===== config.mk =====
export PLATFORM = sky130hd
export DESIGN_NAME = leds_output
export DESIGN_NICKNAME = d
export VERILOG_FILES = /design/src/rtl/soc_periph_pkg.sv /design/src/rtl/blink_timer.sv /design/src/rtl/leds_output.sv
export SDC_FILE = /design/constraint.sdc
export NUM_CORES = 1
export LEC_CHECK = 0
export ABC_CLOCK_PERIOD_IN_PS = 2050
export CORE_MARGIN = 8
export CORE_UTILIZATION = 63
export CTS_CLUSTER_DIAMETER = 120
export DETAILED_ROUTE_END_ITERATION = 10
export DONT_BUFFER_PORTS = 1
export GPL_ROUTABILITY_DRIVEN = 0
export PLACE_DENSITY_LB_ADDON = 0.15
export SLEW_MARGIN = 10
export SYNTH_ARGS = -nofsm -noshare
export SYNTH_HDL_FRONTEND = slang
export SYNTH_SLANG_ARGS = --single-unit

===== constraint.sdc =====
create_clock -name iClk -period 2.05 [get_ports iClk]
set_input_delay 0.41 -clock iClk [delete_from_list [all_inputs] [get_ports iClk]]
set_output_delay 0.41 -clock iClk [all_outputs]
set_load 0.05 [all_outputs]

===== src/rtl/soc_periph_pkg.sv =====
// Shared constants for the chip-select/strobe peripheral bus.
package soc_periph_pkg;

    localparam int unsigned BUS_W  = 16;
    localparam int unsigned ADDR_W = 2;

    localparam logic [ADDR_W-1:0] ADDR_DATA  = 2'd0;
    localparam logic [ADDR_W-1:0] ADDR_BLINK = 2'd1;
    localparam logic [ADDR_W-1:0] ADDR_SET   = 2'd2;
    localparam logic [ADDR_W-1:0] ADDR_CLEAR = 2'd3;

endpackage


===== src/rtl/blink_timer.sv =====
// Free-running blink divider: phase toggles every BLINK_DIV clocks; restart forces count and phase to 0.
module blink_timer #(
    parameter int unsigned BLINK_DIV = 25_000_000
) (
    input  logic iClk,
    input  logic iReset_n,
    input  logic restart,
    output logic phase
);

    localparam int unsigned CNT_W = (BLINK_DIV > 1) ? $clog2(BLINK_DIV) : 1;
    localparam logic [CNT_W-1:0] CNT_MAX = CNT_W'(BLINK_DIV - 1);

    logic [CNT_W-1:0] count;

    always_ff @(posedge iClk or negedge iReset_n) begin
        if (!iReset_n) begin
            count <= '0;
            phase <= 1'b0;
        end else if (restart) begin
            count <= '0;
            phase <= 1'b0;
        end else if (count == CNT_MAX) begin
            count <= '0;
            phase <= ~phase;
        end else begin
            count <= count + CNT_W'(1);
        end
    end

endmodule


===== src/rtl/leds_output.sv =====
// Bus-writable LED port: pattern, atomic set/clear, per-LED blink mask, registered pins and readback.
module leds_output
    import soc_periph_pkg::*;
#(
    parameter int unsigned LED_WIDTH = 10,
    parameter int unsigned BLINK_DIV = 25_000_000
) (
    input  logic                 iClk,
    input  logic                 iReset_n,
    input  logic                 iChip_select_n,
    input  logic                 iWrite_n,
    input  logic                 iRead_n,
    input  logic [1:0]           iAddress,
    input  logic [15:0]          iWrite_data,
    output logic [15:0]          oRead_data,
    output logic [LED_WIDTH-1:0] oLeds
);

    logic                 wr_en;
    logic                 rd_en;
    logic                 restart;
    logic                 phase;
    logic [LED_WIDTH-1:0] wdata;
    logic [LED_WIDTH-1:0] data_q;
    logic [LED_WIDTH-1:0] blink_q;
    logic [LED_WIDTH-1:0] display_c;
    logic [BUS_W-1:0]     read_mux_c;
    logic                 unused_wdata;

    assign wr_en   = !iChip_select_n && !iWrite_n;
    assign rd_en   = !iChip_select_n && !iRead_n;
    assign restart = wr_en && (iAddress == ADDR_BLINK);
    assign wdata   = iWrite_data[LED_WIDTH-1:0];
    // Write-data bits above LED_WIDTH are deliberately dropped.
    assign unused_wdata = ^iWrite_data;

    blink_timer #(
        .BLINK_DIV (BLINK_DIV)
    ) u_blink_timer (
        .iClk     (iClk),
        .iReset_n (iReset_n),
        .restart  (restart),
        .phase    (phase)
    );

    // Register file writes.
    always_ff @(posedge iClk or negedge iReset_n) begin
        if (!iReset_n) begin
            data_q  <= '0;
            blink_q <= '0;
        end else if (wr_en) begin
            case (iAddress)
                ADDR_DATA:  data_q  <= wdata;
                ADDR_BLINK: blink_q <= wdata;
                ADDR_SET:   data_q  <= data_q | wdata;
                ADDR_CLEAR: data_q  <= data_q & ~wdata;
                default:    data_q  <= data_q;
            endcase
        end
    end

    // Blinking LEDs are dark while phase is high.
    always_comb begin
        display_c = data_q & ~(blink_q & {LED_WIDTH{phase}});
    end

    // Readback source uses pre-edge state, so a same-cycle write is not visible.
    always_comb begin
        read_mux_c = '0;
        case (iAddress)
            ADDR_DATA:  read_mux_c = BUS_W'(data_q);
            ADDR_BLINK: read_mux_c = BUS_W'(blink_q);
            ADDR_SET:   read_mux_c = BUS_W'(oLeds);
            ADDR_CLEAR: read_mux_c = BUS_W'(phase);
            default:    read_mux_c = '0;
        endcase
    end

    always_ff @(posedge iClk or negedge iReset_n) begin
        if (!iReset_n) begin
            oLeds      <= '0;
            oRead_data <= '0;
        end else begin
            oLeds <= display_c;
            if (rd_en) begin
                oRead_data <= read_mux_c;
            end
        end
    end

endmodule

==> flow_metrics.tcl, run 1 <==
set metrics [dict create \
    outcome "completed" \
    dieHeight_um 85.8 \
    finalHoldViolCount 0 \
    antenna_found_initial 0 \
    final_layout_size_suffix_gt1_share_pct 14.4 \
    floorplan.die_area_mm2 0.00736 \
    synth-simple-area-share_pct 16.5 \
    first_global_vias 1987 \
    wire_length_of_the_first_global_routing_pass_mm 10.1 \
    slew_violations 0 \
    synth_sequential_area_ratio_pct 53.8 \
    power_leakage_nw 1.52 \
    total_power_mw 3.54 \
    muxShareOfSynthArea_pct 7.70 \
    synth.top_cells.by_area "sky130_fd_sc_hd__dfrtp_1 (54%), sky130_fd_sc_hd__nor2_1 (5.4%), sky130_fd_sc_hd__xnor2_1 (4.8%), sky130_fd_sc_hd__mux2_2 (4.0%), sky130_fd_sc_hd__o21ai_0 (3.1%)" \
    drt_first_pass_iters 5 \
    globalRouteTotalUtil_pct 17.9 \
    power.ir.vdd_worst_uv 641 \
    post-synth-top-area-cell "sky130_fd_sc_hd__dfrtp_1" \
    launch_point_of_the_worst_reg_to_reg_path "u_blink_timer.count[0]$_DFF_PN0_" \
    syn_to_final_growth_pct 9.90 \
    synth-adder-area-share_pct 0.407 \
    crit_arrival_ns 2.15 \
    crit_start "u_blink_timer.count[0]$_DFF_PN0_" \
    site_row_count 25 \
    worst_path_maximum_fanout 6 \
    powerDensity_mw_per_mm2 1050 \
    cts-root-to-sink-buffers 2 \
    design_area_mm2 0.00337 \
    placeableCoreArea_mm2 0.00472 \
    fin_crit_sh_pct 93.6 \
    setup_viol 0 \
    p_int_mw 2.40 \
    finalNetCount 319 \
    holdCritStartpoint "iWrite_data[1]" \
    fin_crit_ns 1.92 \
    synthesis.instances 287 \
    timing.fmax_mhz 521 \
    max-cap-violations 0 \
    port_buffers 0 \
    synth_top_cell_area_share_pct 53.8 \
    power_switching_mw 1.14 \
    fin_setup_tns_ns 0 \
    flop_and_latch_count_out_of_synthesis 66 \
    cts_root_buffer "sky130_fd_sc_hd__clkbuf_8" \
    ant_nets 0 \
    start_util_pct 65.0 \
    synth_xor_xnor_area_share_pct 6.85 \
    synth_warnings 0 \
    power.share.switching_pct 32.2 \
    die_w_um 85.8 \
    grt_start_max_net_pins 67 \
    critPathRequiredTime_ns 2.28 \
    cts_max_level 3 \
    postRouteWirelength_mm 6.05 \
    yosysUniqueCellTypes 39 \
    routed_via_density 5.60 \
    tritoncts "built" \
    p_comb_share_pct 12.9 \
    reg2reg_slack_ns 0.13 \
    setup.worst_path.end_class "register" \
    vias 2049 \
    drc 0 \
    slew_of_the_pin_with_the_lowest_slew_margin_ns 0.695 \
    pwr-share-clk_pct 31.3 \
    final.setup_skew_ns 0.00696 \
    netlist_area_mm2 0.00307 \
    detailed_place.area_mm2 0.00313 \
    wire_per_inst_um 16.5 \
    startpoint_type "register" \
    post_cts_resize_count 0 \
    layout_commonest_cell "sky130_fd_sc_hd__dfrtp_1" \
    violation_count_after_the_first_detailed_routing_iteration 142 \
    worst_skew_pair.late_latency_ns 0.34 \
    filler_cell_count 334 \
    antenna_cells 0 \
    hold_class "primary input to register" \
    clock_buffer_count_from_cts 9 \
    timing_worst_setup_path_type "register to register" \
    unrepaired_setup_endpoints_after_global_routing "false" \
    detailed_place_hpwl_mm 4.10 \
    global_route.overflow_total 0 \
    cts.reportedPaths.clkPinSlew_ns 0.07 \
    ios 49 \
    synth-compound-area-share_pct 10.4 \
    layout_common_cells "sky130_fd_sc_hd__dfrtp_1 (66), sky130_fd_sc_hd__nor2_1 (44), sky130_fd_sc_hd__o21ai_0 (19)" \
    combinational_family_with_the_most_area_after_synthesis "simple AND/OR/NAND/NOR gates" \
    synth.avg_cell_area_um2 10.7 \
    proportion_of_power_drawn_by_flip_flops_and_latches_pct 55.9 \
    clock-sinks 66 \
    max-slew-margin-rel_pct 53.4 \
    fin_hold_ws_ns 0.201 \
]
[cell usage after synthesis (all sizes together)]
library cell	instances
dfrtp	66
nor2	45
o21ai	19
nand2	18
xnor2	17
buf	13
a21boi	11
mux2	11
a22o	10
a21oi	9
mux2i	9
nand3	8
nand4	8
xor2	7
nor3	6
clkbuf	5
inv	5
and3	4
nor4	4
and4	2
or2	2
or3	2
a21o	1
conb	1
ha	1
mux4	1
nand3b	1
or4	1
[worst paths after layout]
kind	endpoint	cells after the start
worst max-delay path	u_blink_timer.count[22]$_DFF_PN0_	6
worst min-delay path	data_q[1]$_DFFE_PN0P_	1
worst max register to register	u_blink_timer.count[22]$_DFF_PN0_	6
worst min register to register	u_blink_timer.count[0]$_DFF_PN0_	1
max in group asynchronous	oRead_data[1]$_DFFE_PN0P_	2
min in group asynchronous	u_blink_timer.count[12]$_DFF_PN0_	2
[kinds of logic (layout without fill, tap and decap cells)]
| group | count (synthesis) | count (layout) |
|---|---|---|
| and+or+nand+nor | 101 | 101 |
| buffers and inverters | 23 | 30 |
| muxes | 21 | 21 |
| adders and majority gates | 1 | 1 |
| AOI/OAI and AO/OA | 50 | 50 |
| other | 1 | 6 |
| DFF | 66 | 66 |
| xor gates and xnor gates | 24 | 24 |
[power groups by stage]
stage / Clock (mW) / Combinational [mW] / Sequential, mW
after detailed placement: 0 / 0.426 / 2.00
final: 1.11 / 0.455 / 1.98
after global placement: 0 / 0.413 / 1.99
after CTS: 1.13 / 0.462 / 1.98
after global routing: 1.18 / 0.520 / 2.02
after floorplan: 0 / 0.367 / 1.96
[flip-flops by register name, summed over array words and instances, names as in the netlist]
signal and flops:
u_blink_timer.count 25, blink_q 10, data_q 10, oLeds 10
oRead_data 10, u_blink_timer.phase 1
[per-stage QoR]
step	instances	setup WS, ns	util, %
after floorplan	292	0.317	-
after global placement	349	0.158	66.3
after detailed placement	349	0.134	66.3
after CTS	366	0.114	71.4
after global routing	366	0.0248	71.4
final	366	0.131	71.4
[layout make-up]
type	count	area [um^2]	share of cell area, %
Clock buffer	13	169	5.01
Clock inverter	2	35.0	1.04
Inverter	5	18.8	0.556
Multi-Input combinational cell	203	1310	38.7
Sequential cell	66	1650	48.9
Tap cell	67	83.8	2.48
Timing Repair Buffer	10	110	3.26
[metal layers]
| layer | vias up | wire, um | global-route usage, % |
|---|---|---|---|
| met1 | 978 | 2820 | 24.1 |
| met3 | 11 | 515 | 5.83 |
| met5 | - | 0 | 0 |
| li1 | 996 | - | - |
| met2 | 64 | 2590 | 24.8 |
| met4 | 0 | 125 | 10.0 |
[worst max-delay path, cell delays in order, from the launching register on]
cell	delay, ns
sky130_fd_sc_hd__dfrtp_1	0.37
sky130_fd_sc_hd__ha_1	0.25
sky130_fd_sc_hd__nand3_1	0.09
sky130_fd_sc_hd__or4_1	0.68
sky130_fd_sc_hd__nor4_4	0.21
sky130_fd_sc_hd__xnor2_1	0.17
sky130_fd_sc_hd__nor2_2	0.04
[what timing repair did]
item / in CTS / in global routing
buffers inserted: 0 / 0
hold buffers: 2 / 0
endpoints found under the hold margin: 66 / 0
Note: power is estimated with default switching activity, not from simulation.
==> run 2: changes to the inputs <==
--- a/config.mk
+++ b/config.mk
@@ -17,3 +17,4 @@
 export SYNTH_ARGS = -nofsm -noshare
 export SYNTH_HDL_FRONTEND = slang
 export SYNTH_SLANG_ARGS = --single-unit
+export TNS_END_PERCENT = 1
==> results of run 2 <==
Final layout, timing and power as in run 1 (identical DEF).
